$ cat src/rtl/imem_wb_responder_pkg.sv
// Shared parameters, FSM encoding and address helpers for the instruction
// memory Wishbone responder and its line buffer.
package imem_wb_responder_pkg;

  localparam int RW         = 16;
  localparam int LINE_BEATS = 8;
  localparam int BEAT_W     = 3;
  localparam int TAG_W      = RW - BEAT_W;

  localparam logic [BEAT_W-1:0] LAST_BEAT = BEAT_W'(LINE_BEATS - 1);

  typedef enum logic [1:0] {
    ST_IDLE  = 2'd0,
    ST_FILL  = 2'd1,
    ST_WRITE = 2'd2,
    ST_RESP  = 2'd3
  } state_t;

  // Line tag of a word address.
  function automatic logic [TAG_W-1:0] line_tag(input logic [RW-1:0] adr);
    return adr[RW-1:BEAT_W];
  endfunction

  // Beat index of a word address within its line.
  function automatic logic [BEAT_W-1:0] line_beat(input logic [RW-1:0] adr);
    return adr[BEAT_W-1:0];
  endfunction

endpackage

$ cat src/rtl/imem_line_buf.sv
// One-line buffer: tag register, per-beat valid bits and 8x16 beat storage
// with a single write port and an asynchronous read port.
module imem_line_buf
  import imem_wb_responder_pkg::*;
(
  input  logic                  i_clk,
  input  logic                  i_rst,
  input  logic                  inv,
  input  logic                  load,
  input  logic [TAG_W-1:0]      load_tag,
  input  logic                  wr_en,
  input  logic [BEAT_W-1:0]     wr_beat,
  input  logic [RW-1:0]         wr_data,
  input  logic                  wr_valid,
  input  logic [BEAT_W-1:0]     rd_beat,
  output logic [RW-1:0]         rd_data,
  output logic [TAG_W-1:0]      tag,
  output logic [LINE_BEATS-1:0] valid
);

  logic [RW-1:0] data_q [LINE_BEATS];

  // Tag and valid bits; invalidate or a new line load clears every beat and
  // takes priority over a same-cycle beat write.
  // NOTE: sequential state uses non-blocking (<=) so every flop samples the
  // pre-edge value of every other flop, independent of block ordering.
  always_ff @(posedge i_clk) begin
    if (i_rst) begin
      tag   <= '0;
      valid <= '0;
    end else begin
      if (load) tag <= load_tag;
      if (inv || load) valid <= '0;
      else if (wr_en)  valid[wr_beat] <= wr_valid;
    end
  end

  // Beat storage.
  // NOTE: the data array has no reset; the valid bits already make stale
  // contents unobservable, and a reset would prevent RAM inference.
  always_ff @(posedge i_clk) begin
    if (wr_en) data_q[wr_beat] <= wr_data;
  end

  assign rd_data = data_q[rd_beat];

endmodule

$ cat src/rtl/imem_wb_responder.sv
// Wishbone classic responder serving 8-beat line refills from a one-line
// buffer backed by a variable-latency memory port. Writes are forwarded to
// the backing memory and kept coherent in the buffer.
module imem_wb_responder
  import imem_wb_responder_pkg::*;
#(
  parameter logic [RW-1:0] ADDR_HI = 16'hF000
) (
  input  logic          i_clk,
  input  logic          i_rst,
  input  logic          wb_cyc,
  input  logic          wb_stb,
  input  logic          wb_we,
  input  logic [RW-1:0] wb_adr,
  input  logic [RW-1:0] wb_i_dat,
  input  logic [1:0]    wb_sel,
  output logic [RW-1:0] wb_o_dat,
  output logic          wb_ack,
  output logic          wb_err,
  input  logic          buf_inv,
  output logic          mem_req,
  output logic [RW-1:0] mem_addr,
  output logic          mem_we,
  output logic [RW-1:0] mem_wdata,
  output logic [1:0]    mem_sel,
  input  logic [RW-1:0] mem_rdata,
  input  logic          mem_ack
);

  state_t              state;
  logic [BEAT_W-1:0]   cnt;
  logic                aborting;
  logic                ack_q;
  logic                err_q;

  logic [TAG_W-1:0]      req_tag;
  logic [BEAT_W-1:0]     req_beat;
  logic                  req_rd;
  logic                  unmapped;
  logic                  req_hit;

  logic [RW-1:0]         buf_rd_data;
  logic [TAG_W-1:0]      buf_tag;
  logic [LINE_BEATS-1:0] buf_valid;
  logic                  buf_load;
  logic                  buf_wr;
  logic [BEAT_W-1:0]     buf_wr_beat;
  logic [RW-1:0]         buf_wr_data;
  logic                  buf_wr_valid;

  logic                  fill_serve;
  logic                  fill_from_buf;
  logic                  fill_from_mem;
  logic                  fill_done;

  assign req_tag  = line_tag(wb_adr);
  assign req_beat = line_beat(wb_adr);
  assign req_rd   = wb_cyc && wb_stb && !wb_we;
  assign unmapped = (wb_adr >= ADDR_HI);
  assign req_hit  = (req_tag == buf_tag) && buf_valid[req_beat] && !buf_inv;

  // A read waiting on the line being filled is answered from the buffer or
  // straight from the returning beat; the fill ends after beat 7 or early
  // once an invalidate has been seen.
  assign fill_serve    = (state == ST_FILL) && req_rd && !ack_q && !unmapped &&
                         (req_tag == buf_tag) && !buf_inv && !aborting;
  assign fill_from_buf = fill_serve && buf_valid[req_beat];
  assign fill_from_mem = fill_serve && !buf_valid[req_beat] && mem_ack && (cnt == req_beat);
  assign fill_done     = (state == ST_FILL) && mem_ack &&
                         (buf_inv || aborting || (cnt == LAST_BEAT));

  // Ack and error never show while the master has dropped the cycle.
  assign wb_ack = ack_q && wb_cyc;
  assign wb_err = err_q && wb_cyc;

  imem_line_buf u_line_buf (
    .i_clk    (i_clk),
    .i_rst    (i_rst),
    .inv      (buf_inv),
    .load     (buf_load),
    .load_tag (req_tag),
    .wr_en    (buf_wr),
    .wr_beat  (buf_wr_beat),
    .wr_data  (buf_wr_data),
    .wr_valid (buf_wr_valid),
    .rd_beat  (req_beat),
    .rd_data  (buf_rd_data),
    .tag      (buf_tag),
    .valid    (buf_valid)
  );

  // Buffer control: load a new line on a read miss, store fill beats, and
  // mirror completed writes that land in the buffered line.
  // NOTE: every always_comb output gets a default first so no path through
  // the case leaves a signal unassigned and infers a latch.
  always_comb begin
    buf_load     = 1'b0;
    buf_wr       = 1'b0;
    buf_wr_beat  = cnt;
    buf_wr_data  = mem_rdata;
    buf_wr_valid = 1'b1;
    case (state)
      ST_IDLE:  buf_load = wb_cyc && wb_stb && !wb_we && !unmapped && !req_hit;
      ST_FILL:  buf_wr   = mem_ack && !aborting && !buf_inv;
      ST_WRITE: begin
        if (mem_ack && (line_tag(mem_addr) == buf_tag)) begin
          buf_wr       = 1'b1;
          buf_wr_beat  = line_beat(mem_addr);
          buf_wr_data  = mem_wdata;
          buf_wr_valid = (mem_sel == 2'b11);
        end
      end
      default: ;
    endcase
  end

  // Main FSM with registered Wishbone and backing-port outputs.
  always_ff @(posedge i_clk) begin
    if (i_rst) begin
      state     <= ST_IDLE;
      cnt       <= '0;
      aborting  <= 1'b0;
      ack_q     <= 1'b0;
      err_q     <= 1'b0;
      wb_o_dat  <= '0;
      mem_req   <= 1'b0;
      mem_addr  <= '0;
      mem_we    <= 1'b0;
      mem_wdata <= '0;
      mem_sel   <= '0;
    end else begin
      ack_q <= 1'b0;
      err_q <= 1'b0;
      case (state)
        ST_IDLE: begin
          if (wb_cyc && wb_stb) begin
            if (unmapped) begin
              err_q <= 1'b1;
              state <= ST_RESP;
            end else if (wb_we) begin
              mem_req   <= 1'b1;
              mem_we    <= 1'b1;
              mem_addr  <= wb_adr;
              mem_wdata <= wb_i_dat;
              mem_sel   <= wb_sel;
              state     <= ST_WRITE;
            end else if (req_hit) begin
              ack_q    <= 1'b1;
              wb_o_dat <= buf_rd_data;
              state    <= ST_RESP;
            end else begin
              mem_req  <= 1'b1;
              mem_we   <= 1'b0;
              mem_sel  <= 2'b11;
              mem_addr <= {req_tag, {BEAT_W{1'b0}}};
              cnt      <= '0;
              aborting <= 1'b0;
              state    <= ST_FILL;
            end
          end
        end

        ST_FILL: begin
          if (buf_inv) aborting <= 1'b1;
          if (fill_from_buf) begin
            ack_q    <= 1'b1;
            wb_o_dat <= buf_rd_data;
          end else if (fill_from_mem) begin
            ack_q    <= 1'b1;
            wb_o_dat <= mem_rdata;
          end
          if (fill_done) begin
            mem_req  <= 1'b0;
            aborting <= 1'b0;
            state    <= (fill_from_buf || fill_from_mem) ? ST_RESP : ST_IDLE;
          end else if (mem_ack) begin
            cnt      <= BEAT_W'(cnt + 1'b1);
            mem_addr <= {buf_tag, BEAT_W'(cnt + 1'b1)};
          end
        end

        ST_WRITE: begin
          if (mem_ack) begin
            mem_req <= 1'b0;
            mem_we  <= 1'b0;
            if (wb_cyc && wb_stb) begin
              ack_q <= 1'b1;
              state <= ST_RESP;
            end else begin
              state <= ST_IDLE;
            end
          end
        end

        ST_RESP: state <= ST_IDLE;

        default: state <= ST_IDLE;
      endcase
    end
  end

endmodule
$ cat config.mk
export PLATFORM = sky130hd
export DESIGN_NAME = imem_wb_responder
export DESIGN_NICKNAME = d
export VERILOG_FILES = /design/src/rtl/imem_wb_responder_pkg.sv /design/src/rtl/imem_line_buf.sv /design/src/rtl/imem_wb_responder.sv
export SDC_FILE = /design/constraint.sdc
export NUM_CORES = 1
export LEC_CHECK = 0
export CAP_MARGIN = 20
export CORE_ASPECT_RATIO = 0.75
export CORE_MARGIN = 2
export CORE_UTILIZATION = 29
export DETAILED_ROUTE_END_ITERATION = 10
export GPL_TIMING_DRIVEN = 0
export PLACE_DENSITY = 0.57
export SYNTH_ARGS = -nofsm -noshare
export SYNTH_HDL_FRONTEND = slang
export SYNTH_SLANG_ARGS = --single-unit
$ cat constraint.sdc
create_clock -name i_clk -period 3.65 [get_ports i_clk]
set_clock_uncertainty 0.05 [all_clocks]
set_input_delay 0.5475 -clock i_clk [delete_from_list [all_inputs] [get_ports i_clk]]
set_output_delay 0.5475 -clock i_clk [all_outputs]
set_load 0.01 [all_outputs]
After elaboration in Yosys (flattened, before gate mapping). Memories as Yosys holds them, arrays and structs flattened. Cells that the tools add are included.

$add $sub $neg: 1. $lt $le $gt $ge: 4. Eq/ne operators: 21. Multiplexer cells: 76. Bitwise gates (word level): 3. Reductions and logical operators: 50.

Operators with widths (number): $mux 16 (14); $pmux 16 s2 (2); $mux 1 (32); $eq 13x13->1 (2); $logic_and 1x1->1 (24); $mux 3 (8); $reduce_and 6->1 (4); $mux 2 (10); $ne 2x2->1 const B (10); $ge 16x16->1 const B (1); $ne 3x3->1 const B (3); $bwmux 8 (1); $lt 3x4->1 const B (2); $pmux 2 s4 (1); $reduce_and 4->1 (2); $logic_not 1->1 (7); $reduce_and 7->1 (1); $eq 2x2->1 const B (3); $pmux 1 s2 (3); $pmux 1 s3 (2); $pmux 3 s2 (1); $reduce_and 5->1 (1); $logic_or 1x1->1 (4); $reduce_bool 2->1 (2); other kinds (13) (15).

Register bits: 81. Bits in writable memories: 128. Bits of input ports: 57. Output and inout bits: 54. Word-level logic and storage cells: 169. Memories kept: 1.

Memory list: u_line_buf.data_q (words 8, bits a word 16, read ports 1, clocked after memory_dff 0, write ports 1, line imem_line_buf.sv:21) `logic [RW-1:0] data_q [LINE_BEATS];`.

Depth between registers and ports, before layout. Gate-level depths: netlist (run 1).

Word-level depth: 15. Depth in mapped cells: 11. Depth with buffers taken out: 8.

Cells and area by module. From an unflattened synthesis (run 1), not the netlist that was laid out.

Cell total of the unflattened synthesis: 672. Area total of the unflattened synthesis: 9372.7 um^2.

Modules (own cells, without submodules): imem_line_buf (times used 1, cells each 266, area each 5744.3 um^2, sequential area each 4264.1 um^2); imem_wb_responder (times used 1, cells each 406, area each 3628.5 um^2, sequential area each 1201.2 um^2).

Worst setup path after synthesis (run 1). OpenSTA, ideal clock, no wires.

Path type: reg-to-reg. From: reg state[0]. To: mem u_line_buf.data_q[1][0] (enable). Data arrival time: 2.067 ns. Data required time: 3.225 ns. Setup slack: 1.158 ns. Stages on the path, launching flop included: 10. Cell sequence: dfxtp_1 > inv_1 > ha_1 > nand2_1 > nor2_1 > and4_1 > buf_2 > buf_2 > mux2i_1 > and2_1.

Longest elaborated chain between the ends: 4.

RTL lines: from (decl) (line imem_wb_responder.sv:30) `state_t state;`; from (signal assigned) (line imem_wb_responder.sv:175) `state <= (fill_from_buf || fill_from_mem) ? ST_RESP : ST_IDLE;`; $eq 2x2->1 or $eq 2x1->1 (tied branches) (line imem_wb_responder.sv:102) `case (state)`; $pmux 1 s2 (line imem_wb_responder.sv:102); $mux 1 (line imem_line_buf.sv:42) `if (wr_en) data_q[wr_beat] <= wr_data;`; $mux 1 (implied by the code) (line imem_line_buf.sv:42); to (decl) (line imem_line_buf.sv:21).

Parallel ways exist; a longest one is shown, timed or not.

Worst setup path after layout (run 1).
From: in mem_ack. To: mem u_line_buf.data_q[0][9] (enable).

Longest elaborated chain between the ends: 5.

RTL lines: from (decl) (line imem_wb_responder.sv:27) `input logic mem_ack`; $logic_and 1x1->1 (on tied branches) (line imem_wb_responder.sv:106, imem_wb_responder.sv:104); $mux 1 or $logic_and 1x1->1 (tied branches) (line imem_wb_responder.sv:106, imem_wb_responder.sv:104); $pmux 1 s2 (line imem_wb_responder.sv:102); $mux 1 (line imem_line_buf.sv:42); $mux 1 (implied by the code) (line imem_line_buf.sv:42).

Parallel ways exist; a longest one is shown, timed or not.

==> results of run 1 <==
-- logic make-up (layout without fill, tap and decap cells) --
| logic type | count (synthesis) | count (layout) | share of synthesized area, % |
|---|---|---|---|
| DFF | 209 | 209 | 57.9 |
| and+or+nand+nor | 202 | 202 | 10.8 |
| muxes | 136 | 136 | 19.3 |
| AOI/OAI and AO/OA | 82 | 82 | 6.06 |
| buffers and inverters | 48 | 200 | 2.37 |
| xor gates and xnor gates | 29 | 29 | 2.69 |
| adders and majority gates | 7 | 7 | 0.928 |
| other | 0 | 1 | 0 |
-- worst register-to-register path, cell delays in order, from the launching register on --
cell and delay (ns):
dfxtp_1 0.36, inv_1 0.10, ha_1 0.23, nand2_1 0.17, nor2_1 0.12, and4_1 0.22, buf_2 0.22, buf_2 0.34
mux2i_1 0.27, and2_1 0.90
-- area by class of cell --
class	count	area share [%]
Inverter	9	0.284
Clock buffer	32	5.56
Timing Repair Buffer	108	9.16
Antenna cell	1	0.0210
Buffer	39	1.60
Clock inverter	12	1.32
Tap cell	442	4.65
Sequential cell	209	45.9
Multi-Input combinational cell	456	31.5
-- layout by cell type, fill, tap and decap left out, drive strengths merged, types with 2 or more instances in the layout --
| master | netlist | layout |
|---|---|---|
| mux2 | 16 | 16 |
| a21oi | 35 | 35 |
| clkdlybuf4s50 | 0 | 106 |
| dfxtp | 81 | 81 |
| nor2b | 24 | 24 |
| ha | 7 | 7 |
| and4 | 3 | 3 |
| nor4 | 10 | 10 |
| nand3b | 3 | 3 |
| mux2i | 86 | 86 |
| mux4 | 34 | 34 |
| nand2 | 48 | 48 |
| or3 | 3 | 3 |
| or3b | 3 | 3 |
| bufinv | 0 | 4 |
| nor3 | 6 | 6 |
| inv | 9 | 9 |
| buf | 17 | 19 |
| o31ai | 3 | 3 |
| nand2b | 16 | 16 |
| nand3 | 6 | 6 |
| a31oi | 2 | 2 |
| a211oi | 27 | 27 |
| o21ai | 3 | 3 |
| nand4 | 3 | 3 |
| clkinv | 0 | 8 |
| nor2 | 60 | 60 |
| and2 | 13 | 13 |
| edfxtp | 128 | 128 |
| clkbuf | 22 | 54 |
| xor2 | 29 | 29 |
-- where the power goes --
group          switching [W]  internal (W)
Sequential          0.000216       0.00275
Combinational        0.00120       0.00102
Clock               0.000956       0.00155
Total                0.00237       0.00532
-- metrics by stage --
| stage | power, W | util (%) |
|---|---|---|
| final | 0.00769 | 36.9 |
| after global routing | 0.00807 | 36.9 |
| after CTS | 0.00776 | 36.8 |
| after detailed placement | 0.00524 | 34.3 |
| after global placement | 0.00523 | 34.3 |
| after floorplan | 0.00433 | - |
-- state kept, by name, indices dropped and copies added, names as in the netlist, 2 cells and up --
name,flops
wb_o_dat,16
u_line_buf.data_q,128
mem_addr,16
state,2
mem_wdata,16
cnt,3
u_line_buf.tag,13
mem_sel,2
u_line_buf.valid,8
-- metal layers --
layer | vias up | GRT usage (%) | part of all wire, %
met5 | - | 0 | 0
met4 | 0 | 4.10 | 2.5
met3 | 39 | 2.22 | 5.4
met2 | 135 | 23.9 | 46
met1 | 3124 | 21.9 | 46
li1 | 2931 | - | -
-- worst paths after layout --
path | startpoint | to | cells after the start
worst max register to register | state[0]$_SDFFE_PP0P_ | u_line_buf.data_q[0][9]$_DFFE_PP_ | 9
worst max-delay path | mem_ack | u_line_buf.data_q[0][9]$_DFFE_PP_ | 8
worst min-delay path | mem_wdata[6]$_SDFFE_PP0P_ | mem_wdata[6]$_SDFFE_PP0P_ | 2
worst min register to register | mem_wdata[6]$_SDFFE_PP0P_ | mem_wdata[6]$_SDFFE_PP0P_ | 2
==> qor.csv, run 1 <==
metric,value,unit
syn2layout_area_growth,26.1,%
placed_cells,1261,
num_io_pins,111,
postCtsSetupRepairBufs,0,
worst_slack,0.276,ns
grt_usage,15.2,%
fillers,3129,
relSlewSlack,25.4,%
cts-root-buf,clkbuf_16,
worstSetupPathType,primary input to flop,
slew_violations,0,
rrSetupSlack,0.29,ns
end_kind,flop,
synthTopCellsByArea,"edfxtp_1, dfxtp_1, mux2i_1",
grt_pass1_vias,6468,
path_clk_slew,0.06,ns
htreeDepth,1,
synth.most_common_cell,edfxtp_1,
dpl_cell_area,11100,µm²
cpMostUsedCell,buf_2,
crit_arrival,3.44,ns
num_vias,6229,
synth.avg_cell_area,13.2,µm²
drive_gt1_share,12.9,%
grt_pass1_wl,39300,µm
nets,911,
port_buffers,106,
synth.distinct_cells,52,
cp-start-kind,primary input,
path_delay_family,simple AND/OR/NAND/NOR gates,
synth_edf_count,128,
p_leak,4.31,nW
status,"complete, no violations",
totalWireLength,25700,µm
grt_max_degree,18,
cp_cell_sequence,clkdlybuf4s50_1 > nand2_1 > nor2_1 > and4_1 > buf_2 > buf_2 > mux2i_1 > and2_1,
ys_ff_latch,209,
stdcell_count,1308,
place.gp.congestion,0.802,
cts.repair.resized,0,
register_area,5470,µm²
cts_tree,yes,
start_util,29.3,%
dp_hpwl,17700,µm
die_w,212,µm
syn_inst,713,
holdBufCountCts,0,
power_density,646,nW/µm²
netlist_area,9440,µm²
drc_errors,0,
yosys_most_used_dff,edfxtp_1,
worst_ir_drop_vdd,307,µV
cts_sinks,209,
ys_warn_count,0,
cp_slowest_cell,and2_1,
rows,57,
yosysSeqAreaShare,57.9,%
tightest_slew,1.12,ns
max_stage_delay,0.90,ns
finalHoldViolCount,0,
dieArea,34000,µm²
synthTopCellsByCount,"edfxtp_1, mux2i_1, dfxtp_1",
drtIter0Drc,509,
drv_cap,0,
preCtsSetupSlack,-0.244,ns
tns,0,ns
period_share,92.4,%
path_max_fanout,17,
drt_pass1_iterations,4,
core_area,32200,µm²
wl_per_cell,19.6,µm
ant_nets,0,
multi_input_area,3750,µm²
required,3.72,ns
rsz0062_at_grt,no,
yosys.area.top_type,edfxtp_1,
yosys.area.top_type_share,40.7,%
synth_nets,777,
path_buf_inv,3,
antenna_found_initial,1,
min_path_type,flop to flop,
hold-worst-slack,0.421,ns
clk_latency,0.52,ns
die_y,160,µm
max_freq,296,MHz
cts_buffer_depth,3,
synthArstFlopShare,0,%
vias_per_cell,4.76,
min_period,3.37,ns
final_area,11900,µm²
grt-ovfl-total,0,
setup_viol,0,
cts_buffers,24,
Note: power is estimated with default switching activity, not from simulation.
==> inputs of run 2 (changes only) <==
clock period = 3.85 ns   (was 3.65 ns; I/O delays follow)
==> results of run 2 <==
The final DEF is identical to that of run 1. Status: complete, no violations.
Among the figures that moved: setup slack after placement -0.244 ns -> -0.0736 ns; setup slack after layout 0.276 ns -> 0.446 ns; register-to-register setup slack 0.29 ns -> 0.49 ns; total power 0.00769 W -> 0.00729 W; worst IR drop on VDD 307 µV -> 291 µV
